## src/rtl/memory_controller_pkg.sv

```systemverilog
// memory_controller_pkg
//   Shared constants for the stream buffer: default data/address widths and
//   the width of one stored word {tlast, tstrb, tdata}.
package memory_controller_pkg;
  localparam int DEF_DATA_WIDTH = 32;
  localparam int DEF_ADDR_WIDTH = 4;

  // One stored word: data, one strobe bit per byte, and tlast.
  function automatic int word_width(input int dw);
    return dw + dw / 8 + 1;
  endfunction
endpackage

```

## src/rtl/memory_controller_ram.sv

```systemverilog
// memory_controller_ram
//   Simple dual-port storage array: synchronous write, asynchronous read.
//   Contents are not reset.
//   Ports:
//     i_clk    clock
//     i_we     write enable
//     i_waddr  write address
//     i_wdata  write word
//     i_raddr  read address
//     o_rdata  read word (combinational)
module memory_controller_ram #(
  parameter int WIDTH      = 37,
  parameter int ADDR_WIDTH = 4
) (
  input  logic                  i_clk,
  input  logic                  i_we,
  input  logic [ADDR_WIDTH-1:0] i_waddr,
  input  logic [WIDTH-1:0]      i_wdata,
  input  logic [ADDR_WIDTH-1:0] i_raddr,
  output logic [WIDTH-1:0]      o_rdata
);
  localparam int DEPTH = 1 << ADDR_WIDTH;

  logic [WIDTH-1:0] r_mem [DEPTH];

  always_ff @(posedge i_clk) begin
    if (i_we) r_mem[i_waddr] <= i_wdata;
  end

  assign o_rdata = r_mem[i_raddr];
endmodule

```

## src/rtl/memory_controller.sv

```systemverilog
// memory_controller
//   DEPTH-word in-order AXI-Stream buffer with first-word-fall-through output.
//   Each word is stored as {tlast, tstrb, tdata}.
//   Optional build macro MEMORY_CONTROLLER_STORE_FWD_EN: output valid is held
//   back until a complete packet (a stored tlast) is present or the buffer is
//   full (the full case avoids deadlock on packets longer than the buffer).
//   Ports:
//     s01_axis_aclk / s01_axis_aresetn  clock, async active-low reset
//     s01_axis_t*                       write-side stream (slave)
//     m01_axis_t*                       read-side stream (master)
module memory_controller
  import memory_controller_pkg::*;
#(
  parameter int DATA_WIDTH = DEF_DATA_WIDTH,
  parameter int ADDR_WIDTH = DEF_ADDR_WIDTH
) (
  input  logic                    s01_axis_aclk,
  input  logic                    s01_axis_aresetn,
  input  logic [DATA_WIDTH-1:0]   s01_axis_tdata,
  input  logic [DATA_WIDTH/8-1:0] s01_axis_tstrb,
  input  logic                    s01_axis_tvalid,
  input  logic                    s01_axis_tlast,
  output logic                    s01_axis_tready,
  output logic [DATA_WIDTH-1:0]   m01_axis_tdata,
  output logic [DATA_WIDTH/8-1:0] m01_axis_tstrb,
  output logic                    m01_axis_tvalid,
  output logic                    m01_axis_tlast,
  input  logic                    m01_axis_tready
);
  localparam int SW = DATA_WIDTH / 8;
  localparam int WW = word_width(DATA_WIDTH);
  localparam logic [ADDR_WIDTH:0]   CNT_ONE   = 1;
  localparam logic [ADDR_WIDTH:0]   CNT_DEPTH = CNT_ONE << ADDR_WIDTH;
  localparam logic [ADDR_WIDTH-1:0] PTR_ONE   = 1;

  logic [ADDR_WIDTH:0]   r_count, w_count_nxt;
  logic [ADDR_WIDTH-1:0] r_wr_ptr, r_rd_ptr;
  logic                  r_s_tready, r_m_tvalid;
  logic                  w_wr, w_rd, w_vld_nxt;
  logic [WW-1:0]         w_wr_word, w_rd_word;

  assign w_wr      = s01_axis_tvalid & r_s_tready;
  assign w_rd      = r_m_tvalid & m01_axis_tready;
  assign w_wr_word = {s01_axis_tlast, s01_axis_tstrb, s01_axis_tdata};

  always_comb begin
    w_count_nxt = r_count;
    case ({w_wr, w_rd})
      2'b10:   w_count_nxt = r_count + CNT_ONE;
      2'b01:   w_count_nxt = r_count - CNT_ONE;
      default: w_count_nxt = r_count;
    endcase
  end

`ifdef MEMORY_CONTROLLER_STORE_FWD_EN
  // Number of stored words carrying tlast; nonzero means a whole packet is in.
  logic [ADDR_WIDTH:0] r_last_cnt, w_last_nxt;
  logic                w_wr_last, w_rd_last;

  assign w_wr_last = w_wr & s01_axis_tlast;
  assign w_rd_last = w_rd & w_rd_word[WW-1];

  always_comb begin
    w_last_nxt = r_last_cnt;
    case ({w_wr_last, w_rd_last})
      2'b10:   w_last_nxt = r_last_cnt + CNT_ONE;
      2'b01:   w_last_nxt = r_last_cnt - CNT_ONE;
      default: w_last_nxt = r_last_cnt;
    endcase
  end

  always_ff @(posedge s01_axis_aclk or negedge s01_axis_aresetn) begin
    if (!s01_axis_aresetn) r_last_cnt <= '0;
    else                   r_last_cnt <= w_last_nxt;
  end

  assign w_vld_nxt = (w_count_nxt != '0) &&
                     ((w_last_nxt != '0) || (w_count_nxt == CNT_DEPTH));
`else
  assign w_vld_nxt = (w_count_nxt != '0);
`endif

  // Flags are registered from the next-state count so they line up with
  // the pointers/count after each edge (1-cycle write-to-output latency).
  always_ff @(posedge s01_axis_aclk or negedge s01_axis_aresetn) begin
    if (!s01_axis_aresetn) begin
      r_count    <= '0;
      r_wr_ptr   <= '0;
      r_rd_ptr   <= '0;
      r_s_tready <= 1'b0;
      r_m_tvalid <= 1'b0;
    end else begin
      r_count    <= w_count_nxt;
      r_s_tready <= (w_count_nxt != CNT_DEPTH);
      r_m_tvalid <= w_vld_nxt;
      if (w_wr) r_wr_ptr <= r_wr_ptr + PTR_ONE;
      if (w_rd) r_rd_ptr <= r_rd_ptr + PTR_ONE;
    end
  end

  memory_controller_ram #(
    .WIDTH      (WW),
    .ADDR_WIDTH (ADDR_WIDTH)
  ) u_ram (
    .i_clk   (s01_axis_aclk),
    .i_we    (w_wr),
    .i_waddr (r_wr_ptr),
    .i_wdata (w_wr_word),
    .i_raddr (r_rd_ptr),
    .o_rdata (w_rd_word)
  );

  assign s01_axis_tready = r_s_tready;
  assign m01_axis_tvalid = r_m_tvalid;
  // Output fields are zeroed whenever nothing valid is presented.
  assign m01_axis_tdata  = r_m_tvalid ? w_rd_word[DATA_WIDTH-1:0]           : '0;
  assign m01_axis_tstrb  = r_m_tvalid ? w_rd_word[DATA_WIDTH +: SW]         : '0;
  assign m01_axis_tlast  = r_m_tvalid ? w_rd_word[WW-1]                     : 1'b0;
endmodule

```

## config.mk

```make
export PLATFORM = sky130hd
export DESIGN_NAME = memory_controller
export DESIGN_NICKNAME = d
export VERILOG_FILES = /design/src/rtl/memory_controller_pkg.sv /design/src/rtl/memory_controller_ram.sv /design/src/rtl/memory_controller.sv
export SDC_FILE = /design/constraint.sdc
export NUM_CORES = 1
export LEC_CHECK = 0
export ABC_AREA = 1
export CELL_PAD_IN_SITES_DETAIL_PLACEMENT = 1
export CELL_PAD_IN_SITES_GLOBAL_PLACEMENT = 1
export CORE_MARGIN = 2
export CORE_UTILIZATION = 46
export CTS_CLUSTER_SIZE = 12
export DETAILED_ROUTE_END_ITERATION = 16
export MAX_ROUTING_LAYER = met4
export PLACE_DENSITY_LB_ADDON = 0.1
export SYNTH_ARGS = -nofsm -noshare
export SYNTH_HDL_FRONTEND = slang
export SYNTH_SLANG_ARGS = --single-unit
```

## constraint.sdc

```tcl
create_clock -name s01_axis_aclk -period 2.9 [get_ports s01_axis_aclk]
set_input_delay 0.435 -clock s01_axis_aclk [delete_from_list [all_inputs] [get_ports s01_axis_aclk]]
set_output_delay 0.435 -clock s01_axis_aclk [all_outputs]
set_load 0.005 [all_outputs]
```

======== Yosys cells after proc, flatten, opt, wreduce, memory -nomap -nowiden ========
Memory sizes are Yosys's and may differ from the RTL's.
Cells that the tools add are included.
word-level totals
  output and inout port bits .............. 39
  input port bits ......................... 41
  memories ................................ 1
  bits in writable memories ............... 592
  memory bits (read-only) ................. 0
  bits in latches ......................... 0
  register bits after elaboration ......... 15
  logic and storage cells ................. 22
memory list
  memory       words  width  rd ports  clocked after memory_dff  wr ports  RTL line                     RTL
  u_ram.r_mem  16     37     1         0                         1         memory_controller_ram.sv:24  logic [WIDTH-1:0] r_mem [DEPTH];
operators by class
  multiplexer cells ....................... 6
  bitwise gates (word level) .............. 2
  equality and inequality tests ........... 3
  $add $sub $neg .......................... 4
  reduce and logical (&&, ||, !) cells .... 1
  shift-type cells ........................ 0
  div/mod/pow operators ................... 0
  multipliers ............................. 0
  order comparisons ....................... 0
operators by type and width
  kind                 count
  $mux 32              1
  $pmux 5 s2           1
  $add 4x1->4 const B  2
  $add 5x1->5 const B  1
  $ne 5x5->1 const B   1
  $reduce_bool 5->1    1
  $sub 5x1->5 const B  1
  $mux 4               1
  $mux 1               3
  $and 1x1->1          2
  $eq 2x1->1 const B   1
  $eq 2x2->1 const B   1

======== Logic depth before layout (Yosys ltp) ========
Gate-level depths: netlist (run 1).
  word-level depth ........................ 4
  mapped depth ............................ 17
  gate-level depth less buffers ........... 17

======== Hierarchy ========
A second synthesis (run 1) with hierarchy kept.
second synthesis, totals
  cells, all modules ...................... 2,582
  area, all modules ....................... 26,613.0 um^2
by module, submodules not included
  module                 area each (um^2)  seq. area each (um^2)  cells an instance  times used
  memory_controller_ram  25,464.4          17,777.0               2,409              1
  memory_controller      1,148.6           375.4                  173                1

======== Least setup slack after synthesis (run 1) ========
Ideal clock, no wire load.
  path type ............................... input to register
  start point ............................. in s01_axis_tvalid
  end point ............................... mem u_ram.r_mem[11][0] (enable)
  data required time ...................... 2.469 ns
  arrival ................................. 2.397 ns
  buffers on the path ..................... 0
  stages .................................. 4
  path slack .............................. 0.072 ns
  setup time .............................. 0.431 ns
  cells stage by stage .................... nand2_1 > inv_1 > nand3_1 > nor2_1
between the ends
  cells in the longest elaborated chain, start to end .. 3
ends and longest elaborated chain
  what                          RTL line                     RTL
  start, declared               memory_controller.sv:21      input logic s01_axis_tvalid,
  $and 1x1->1                   memory_controller.sv:42      assign w_wr = s01_axis_tvalid & r_s_tready;
  $mux 1                        memory_controller_ram.sv:27  if (i_we) r_mem[i_waddr] <= i_wdata;
  $mux 1 (not written as such)  memory_controller_ram.sv:27
  end, declared                 memory_controller_ram.sv:24
No other way between the ends.

======== Worst setup path after layout (run 1) ========
  start point ............................. reg r_rd_ptr[0]
  end point ............................... out m01_axis_tdata[0]
between the ends
  cells in the longest elaborated chain, start to end .. 2
ends and longest elaborated chain
  what                    RTL line                  RTL
  start, declared         memory_controller.sv:37   logic [ADDR_WIDTH-1:0] r_wr_ptr, r_rd_ptr;
  start signal, assigned  memory_controller.sv:97   if (w_rd) r_rd_ptr <= r_rd_ptr + PTR_ONE;
  $mem_v2 16x37           --
  $mux 32                 memory_controller.sv:116  assign m01_axis_tdata = r_m_tvalid ? w_rd_word[DATA_WIDTH-1:0] : '0;
  end, declared           memory_controller.sv:24   output logic [DATA_WIDTH-1:0] m01_axis_tdata,
No other way between the ends.

==> results_tabular.tex, run 1 <==
\begin{tabular}{lr}
\hline
Metric & Value \\
\hline
\multicolumn{2}{l}{\textbf{Job}} \\
\quad Total of max-cap violations & 0 \\
\multicolumn{2}{l}{\textbf{Setup path}} \\
\quad Critical-path maximum fanout & 8 \\
\quad Crit end category & output port \\
\quad Crit. Startpoint & r\_rd\_ptr[0] \\
\quad Most used cell, CP & buf\_12 \\
\quad Max stage delay cell, worst path & dfrtp\_4 \\
\quad Type of element launching the critical path & register \\
\quad Critical path class & register to output port \\
\quad Crit path arrival time & 2560 ps \\
\quad Cell chain of the critical path & buf\_12 > inv\_16 > buf\_16 > buf\_12 > buf\_8 > nor2\_2 > o211ai\_1 > nand3\_1 > a21oi\_2 > buf\_2 \\
\quad Critical path data required time & 2470 ps \\
\quad Endpoint of the worst-slack reg-to-reg timing path & m01\_axis\_tvalid \\
\quad FF-to-FF path depth & 16 \\
\quad Last element of the critical path & m01\_axis\_tdata[0] \\
\quad Worst reg2reg path startpoint & m01\_axis\_tvalid \\
\quad R2r setup slk & roughly 580 ps \\
\quad Delay of the slowest cell on the worst path & 530 ps \\
\multicolumn{2}{l}{\textbf{CTS}} \\
\quad H-tree level count & 3 \\
\quad Buffer type at the clock tree root & clkbuf\_16 \\
\quad Number of clock buffers inserted by TritonCTS & 66 \\
\quad CTS tree & yes \\
\quad Bufs on Longest Clock Path & 3 \\
\quad Insertion delay to the later sink of the worst-skew pair & roughly 600 ps \\
\quad Total number of clock tree sinks & 607 \\
\quad Clock slew at the register clock pins of the worst setup and hold paths & 60 ps \\
\multicolumn{2}{l}{\textbf{Global route}} \\
\quad Number of antenna violations at the first check in global routing & 0 \\
\quad Wire length of the first global-routing pass & 108.8 mm \\
\quad Number of global-route vias before repair & between 15000 and 20000 \\
\quad All-layer global routing usage & between 20\% and 30\% \\
\quad Largest net degree at the start of global routing & a little under 50 \\
\quad Total grt overflow & 0 \\
\multicolumn{2}{l}{\textbf{Yosys}} \\
\quad Number of cells produced by synthesis & between 1500 and 2000 \\
\quad Top flip-flop cell by instance count after synthesis & edfxtp\_1 \\
\quad Proportion of synthesized flip-flops having asynchronous set or reset & roughly 2.5\% \\
\quad Share of the synthesized area in the top cell type & 73.22\% \\
\quad Cell type with the highest aggregate area in the netlist & edfxtp\_1 \\
\quad Number of distinct library cells after synthesis & 22 \\
\quad Number of synthesized flops with an enable pin & 592 \\
\quad Basic-gate share of the synthesized area counting and, or, nand and nor cells & just under 10\% \\
\quad Largest family of logic cells by synthesized area & compound AO/OA/AOI/OAI gates \\
\quad Number of warning messages in the yosys log & 0 \\
\quad Most repeated cell in the gate-level netlist after synthesis & edfxtp\_1 \\
\quad Total of flip-flops plus latches after synthesis & between 600 and 700 \\
\quad Post-synthesis compound-gate area fraction & 11.37\% \\
\quad Top cells by area, synth & edfxtp\_1, nor2\_1, o21ai\_0 \\
\quad Xor and xnor fraction of the mapped netlist area & 0.2164\% \\
\quad Sequential-to-total area share from yosys stat & roughly 75\% \\
\quad Share of synthesized cell area in full adder, half adder and majority cells & less than 1\% \\
\quad Synthesized area & $\sim$24000 sq um \\
\quad Total nets after synthesis & roughly 1900 \\
\quad Mux cell area share after synthesis & 0\% \\
\quad Average size of a mapped cell & 12.92 sq um \\
\quad Synth cell count leaders & edfxtp\_1, nor2\_1, o21ai\_0 \\
\multicolumn{2}{l}{\textbf{Timing}} \\
\quad Worst Slack Setup Final & -91.30 ps \\
\quad Measured slew at the worst slew-check pin & between 800 and 900 ps \\
\quad Hold violation count in the final report & 0 \\
\quad Final hold slack & 334.9 ps \\
\quad Total negative slack & -643.3 ps \\
\quad Worst-case headroom to the max-slew limit & around two fifths \\
\quad F\_max & between 0.3 and 0.4 GHz \\
\quad Skew final & $\sim$14 ps \\
\quad Fin crit share & 103.1\% \\
\quad Count of endpoints failing setup in the final report & 18 \\
\quad Setup repair after global routing missed its margin & yes \\
\quad Final Max Tran Viols & 0 \\
\quad Minimum clock period after layout & $\sim$3000 ps \\
\multicolumn{2}{l}{\textbf{Route}} \\
\quad Final wirelength & 75.67 mm \\
\quad Vias/cell & $\sim$5.9 \\
\quad Count of antenna-violating nets left after detailed routing & 0 \\
\quad Initial drt markers & approximately 1300 \\
\quad Detail-routed net length per standard cell & about 27 microns \\
\quad Vias & $\sim$16000 \\
\quad Detailed-route DRC error count & 0 \\
\quad Drt pass-1 iters & 5 \\
\multicolumn{2}{l}{\textbf{Worst hold path}} \\
\quad Worst min path class & input pin to async pin \\
\multicolumn{2}{l}{\textbf{Pwr}} \\
\quad Cell area power density & 1106 nW/um\^{}2 \\
\quad Peak ir drop on the vdd network & around 0.55 mV \\
\quad Leakage & a little over 10 nW \\
\multicolumn{2}{l}{\textbf{Die}} \\
\quad Chip Width & approximately 230 microns \\
\quad Site Rows & 84 \\
\quad Core area & around 52000 sq um \\
\quad I/O pin total & 80 \\
\quad Die H & 233.7 microns \\
\quad Die area & between 50000 and 60000 sq um \\
\quad Starting Density & between 40\% and 50\% \\
\multicolumn{2}{l}{\textbf{Run status}} \\
\quad Violated checks & setup timing \\
\quad Outcome & finished, violations left \\
\multicolumn{2}{l}{\textbf{Finish}} \\
\quad Final Net Count & roughly 2100 \\
\quad Fraction of layout cells with a size suffix above 1 & between 10\% and 20\% \\
\quad Signed area change from the synthesized netlist to the final layout & 25.15\% \\
\quad Filler-free cell count of the finished design & 2803 \\
\multicolumn{2}{l}{\textbf{Place}} \\
\quad Detailed placement HPWL & 35.76 mm \\
\quad Routability-driven placement congestion ratio & between 0.7 and 0.8 \\
\quad Total placed cells including tap cells & 2596 \\
\quad Number of port buffers & 79 \\
\hline
\end{tabular}
[what timing repair did]
item | 4_1_cts | 5_1_grt
gates cloned | 25 | 15
buffers inserted | 42 | 21
pin swaps | 86 | 99
resized for setup | 243 | 93
hold buffers | 0 | 0
endpoints found under the setup margin | 37 | 36
[metrics by stage]
step / power (mW) / setup WS (ps) / util [%] / cell area, sq um
2_1_floorplan: 17.37 / 72.12 / - / 24280
3_3_place_gp: 22.12 / 162.4 / 50.65 / 26510
3_5_place_dp: 22.42 / 127.7 / 50.65 / 26510
4_1_cts: 32.80 / -190.3 / 57.10 / 29890
5_1_grt: 35.13 / -135.2 / 58.05 / 30380
6_report: 33.62 / -91.30 / 58.06 / 30390
[final cells by class]
cell class	count	area, sq um
clock inverter	18	103.9
fill	5091	21950
antenna	1	2.502
clock buffer	97	1917
multi-input combinational	1107	5695
tap	688	860.8
timing repair inverter	1	8.758
timing repair buffer	245	3467
sequential	607	18160
inverter	39	168.9
[metal layers]
metal  global-route usage [%]  vias to the layer above  wire (microns)
met1                    35.16                     8508           31730
li1                         -                     7278               -
met4                    12.70                        0            2790
met5                        -                        -               0
met2                    45.63                      519           37390
met3                    4.657                      170            3760
[registers in the layout, indices dropped and copies added, names as in the netlist]
register	cells
r_wr_ptr	4
r_rd_ptr	4
m01_axis_tvalid	1
u_ram.r_mem	592
r_count	5
s01_axis_tready	1
[how the worst min path moves through the flow]
stage,slack (ps),to,cells past startpoint,from
floorplan,140,m01_axis_tvalid,0,s01_axis_aresetn
global placement,500,r_count[4],2,r_count[4]
detailed placement,520,r_count[0],1,r_count[0]
CTS,350,r_wr_ptr[0],1,s01_axis_aresetn
global route,380,m01_axis_tvalid,1,s01_axis_aresetn
finish,330,r_count[4],1,s01_axis_aresetn
[cells by family after synthesis]
logic type               Yosys count
flip-flops                       607
adder cells (fa/ha/maj)            8
AND/OR/NAND/NOR                  607
buffers and inverters            165
AO/OA/AOI/OAI                    486
XOR/XNOR                           6
[worst max-delay path, delay by kind of cell (launching register included)]
family,cells,cell delay (ps)
AO/OA/AOI/OAI,2,450
AND/OR/NAND/NOR,2,180
flip-flops,1,530
buffers and inverters,6,790
[where the power goes]
part           internal, mW  switching [mW]  leakage, nW  total, mW
Combinational          6.08            8.50         3.72       14.6
Sequential             10.6           0.367         5.52       11.0
Clock                  4.65            3.38        0.979       8.03
[cell usage in the layout (no fill, tap or decap), drive strengths merged]
master         Yosys  final
clkbuf            62    113
edfxtp           592    592
nand4              4      4
dfrtp             15     15
dlygate4sd2        0      1
bufbuf             0      4
xnor2              1      1
inv               39     39
diode              0      1
bufinv             0      1
o211ai           131    131
clkdlybuf4s50      0     42
o21ai            301    301
nand3             81     81
clkinvlp           0      1
a21oi             54     54
xor2               5      5
ha                 8      8
nand2             58     58
buf               64    180
nor2             464    464
clkinv             0     17
clkdlybuf4s15      0      2
No activity file was read; power rests on OpenSTA's default activity.
==> run 2, diff against run 1 <==
CAP_MARGIN = 15   (was default)
RECOVER_POWER = 100   (was default)
==> run 2 against run 1 <==
  * The flow still finishes with violations (setup timing)
  * Worst setup slack got worse by 43 ps
  * Hold slack better by 69 ps
  * Flip-flop and latch count stayed put
  * Largest power group unchanged
  * Critical path depth down 1
  * Cell count stayed put
  * Combinational power is essentially flat
  * Core utilization about the same
==> results_tabular.tex, run 2 (same netlist as run 1, synthesis figures left out) <==
\begin{tabular}{lr}
\hline
Metric & Value \\
\hline
\multicolumn{2}{l}{\textbf{Pwr}} \\
\quad Cell area power density & 1106 nW/um\^{}2 (about the same) \\
\quad Peak ir drop on the vdd network & 0.5510 mV (was 0.5513 mV) \\
\quad Leakage & 10.23 nW (was 10.22 nW) \\
\multicolumn{2}{l}{\textbf{Route}} \\
\quad Detailed-route DRC error count & 0 (unchanged) \\
\quad Count of antenna-violating nets left after detailed routing & 0 (unchanged) \\
\quad Vias/cell & 5.864 (was 5.878) \\
\quad Initial drt markers & 1273 (was 1320) \\
\quad Detail-routed net length per standard cell & 27.00 microns (about the same) \\
\quad Final wirelength & 75.69 mm (was 75.67 mm) \\
\quad Drt pass-1 iters & 5 (unchanged) \\
\quad Vias & 16440 (was 16480) \\
\multicolumn{2}{l}{\textbf{Global route}} \\
\quad Total grt overflow & 0 (unchanged) \\
\quad Wire length of the first global-routing pass & 108.8 mm (unchanged) \\
\quad Largest net degree at the start of global routing & 49 (unchanged) \\
\quad All-layer global routing usage & 28.23\% (unchanged) \\
\quad Number of global-route vias before repair & 17190 (unchanged) \\
\quad Number of antenna violations at the first check in global routing & 2 (was 0) \\
\multicolumn{2}{l}{\textbf{Setup path}} \\
\quad Worst reg2reg path startpoint & m01\_axis\_tvalid (unchanged) \\
\quad Type of element launching the critical path & register (unchanged) \\
\quad Endpoint of the worst-slack reg-to-reg timing path & m01\_axis\_tvalid (unchanged) \\
\quad Crit path arrival time & 2600 ps (was 2560 ps) \\
\quad Critical-path maximum fanout & 8 (unchanged) \\
\quad Crit end category & output port (unchanged) \\
\quad R2r setup slk & 590 ps (was 580 ps) \\
\quad FF-to-FF path depth & 16 (unchanged) \\
\quad Critical path class & register to output port (unchanged) \\
\quad Critical path data required time & 2470 ps (about the same) \\
\multicolumn{2}{l}{\textbf{Die}} \\
\quad Chip Width & 233.7 microns (unchanged) \\
\quad Die H & 233.7 microns (unchanged) \\
\quad Core area & 52340 sq um (unchanged) \\
\quad Site Rows & 84 (unchanged) \\
\quad Starting Density & 46.39\% (unchanged) \\
\quad Die area & 54630 sq um (unchanged) \\
\quad I/O pin total & 80 (unchanged) \\
\multicolumn{2}{l}{\textbf{Finish}} \\
\quad Registers with the most flip-flops & u\_ram.r\_mem (592), r\_count (5) (unchanged) \\
\quad Fraction of layout cells with a size suffix above 1 & 17.79\% (was 17.83\%) \\
\quad Fill cell instance count of the final layout & 5093 (was 5091) \\
\quad Flip-flop count of the largest register after layout & 592 (unchanged) \\
\quad Signed area change from the synthesized netlist to the final layout & 25.14\% (was 25.15\%) \\
\quad Most frequent standard cell in the layout excluding fill and tap cells & edfxtp\_1 (unchanged) \\
\quad Top library cells by usage in the layout, fill and taps aside & edfxtp\_1, nor2\_1, o21ai\_0 (unchanged) \\
\quad Final Net Count & 2116 (unchanged) \\
\quad Biggest register & u\_ram.r\_mem (unchanged) \\
\quad Post-layout utilization of the core & 58.05\% (was 58.06\%) \\
\multicolumn{2}{l}{\textbf{CTS}} \\
\quad H-tree level count & 3 (unchanged) \\
\quad Buffer type at the clock tree root & clkbuf\_16 (unchanged) \\
\quad Clock slew at the register clock pins of the worst setup and hold paths & 60 ps (about the same) \\
\quad Post-cts hold buffer count & 0 (unchanged) \\
\quad Total number of clock tree sinks & 607 (unchanged) \\
\quad Bufs on Longest Clock Path & 3 (unchanged) \\
\quad Insertion delay to the later sink of the worst-skew pair & 600 ps (about the same) \\
\quad CTS tree & yes (unchanged) \\
\quad Number of clock buffers inserted by TritonCTS & 66 (unchanged) \\
\multicolumn{2}{l}{\textbf{Timing}} \\
\quad Setup repair after global routing missed its margin & yes (unchanged) \\
\quad Total negative slack & -742.4 ps (was -643.3 ps) \\
\quad Count of endpoints failing setup in the final report & 16 (was 18) \\
\quad Skew final & 14.04 ps (was 13.91 ps) \\
\quad F\_max & 0.3295 GHz (was 0.3343 GHz) \\
\quad Minimum clock period after layout & 3035 ps (was 2991 ps) \\
\quad Worst Slack Setup Final & -134.5 ps (was -91.30 ps) \\
\quad Final Max Tran Viols & 0 (unchanged) \\
\quad Measured slew at the worst slew-check pin & 888.1 ps (was 877.5 ps) \\
\quad Worst-case headroom to the max-slew limit & 40.60\% (was 41.32\%) \\
\quad Fin crit share & 104.6\% (was 103.1\%) \\
\quad Hold violation count in the final report & 0 (unchanged) \\
\multicolumn{2}{l}{\textbf{Place}} \\
\quad Routability-driven placement congestion ratio & 0.7461 (unchanged) \\
\quad Number of port buffers & 79 (unchanged) \\
\quad Detailed placement HPWL & 35.76 mm (unchanged) \\
\multicolumn{2}{l}{\textbf{Worst hold path}} \\
\quad Worst min path class & input pin to async pin (unchanged) \\
\multicolumn{2}{l}{\textbf{Run status}} \\
\quad Outcome & finished, violations left (unchanged) \\
\quad Violated checks & setup timing (unchanged) \\
\multicolumn{2}{l}{\textbf{Job}} \\
\quad Total of max-cap violations & 0 (unchanged) \\
\hline
\end{tabular}
run 2: changes by cell type in the layout (fill, tap and decap cells not counted):
cell             change
buf_4                -1
clkbuf_1             +1
clkdlybuf4s50_1     -38
dlygate4sd3_1       +38
run 2: how the worst max path moves through the flow:
stage | start | end | slack, ps | depth (start not counted)
final | r_rd_ptr[0] | m01_axis_tdata[22] | -130 | 9
after floorplan | s01_axis_tvalid | u_ram.r_mem[11][0] | 70 | 4
after detailed placement | r_rd_ptr[0] | m01_axis_tstrb[0] | 130 | 7
after CTS | r_rd_ptr[1] | m01_axis_tdata[20] | -190 | 7
after global placement | r_rd_ptr[0] | m01_axis_tstrb[0] | 160 | 7
after global routing | r_rd_ptr[0] | m01_axis_tdata[22] | -150 | 9
run 2: routing by layer:
layer  vias to the layer above  GRT usage, %  wire (microns)
li1                       7278             -               -
met4                         0         12.70            2670
met3                       163         4.657            4058
met2                       529         45.63           37580
met1                      8466         35.16           31380
met5                         -             -               0
run 2: what timing repair did:
item                                    4_1_cts  5_1_grt
setup buffers                                42       21
gates resized for setup                     243       93
pin swaps                                    86       99
endpoints found under the setup margin       37       36
gates cloned                                 25       15
run 2: cell type report:
| type | count | area, sq um | share of cell area, % |
|---|---|---|---|
| Multi-Input combinational cell | 1107 | 5695 | 18.75 |
| Timing Repair Buffer | 245 | 3463 | 11.40 |
| Timing Repair inverter | 1 | 8.758 | 0.02883 |
| Antenna cell | 1 | 2.502 | 0.008236 |
| Clock buffer | 97 | 1917 | 6.309 |
| Inverter | 39 | 168.9 | 0.5559 |
| Tap cell | 688 | 860.8 | 2.833 |
| Sequential cell | 607 | 18160 | 59.78 |
| Clock inverter | 18 | 103.9 | 0.3418 |
run 2: per-stage QoR:
stage | hold WS, ps | power, mW | std cells | worst slack (ps) | instance area (sq um)
6_report | 403.8 | 33.60 | 2803 | -134.5 | 30380
5_1_grt | 452.5 | 35.12 | 2803 | -150.5 | 30380
4_1_cts | 345.8 | 32.80 | 2775 | -190.3 | 29890
3_5_place_dp | 522.6 | 22.42 | 2596 | 127.7 | 26510
3_3_place_gp | 497.9 | 22.12 | 2596 | 162.4 | 26510
2_1_floorplan | 139.4 | 17.37 | 1879 | 72.12 | 24280
run 2: critical path, cell delays in order, from the launching register on:
cell and delay [ps]:
dfrtp_4 520, buf_12 160, buf_4 140, buf_12 150, clkbuf_16 160, o21ai_0 280
o211ai_1 210, nand3_1 170, a21oi_2 60, buf_2 130
run 2: power by group:
| part | internal (mW) | switching (mW) |
|---|---|---|
| Sequential | 10.6 | 0.368 |
| Combinational | 6.06 | 8.50 |
| Clock | 4.65 | 3.37 |
| Total | 21.4 | 12.2 |
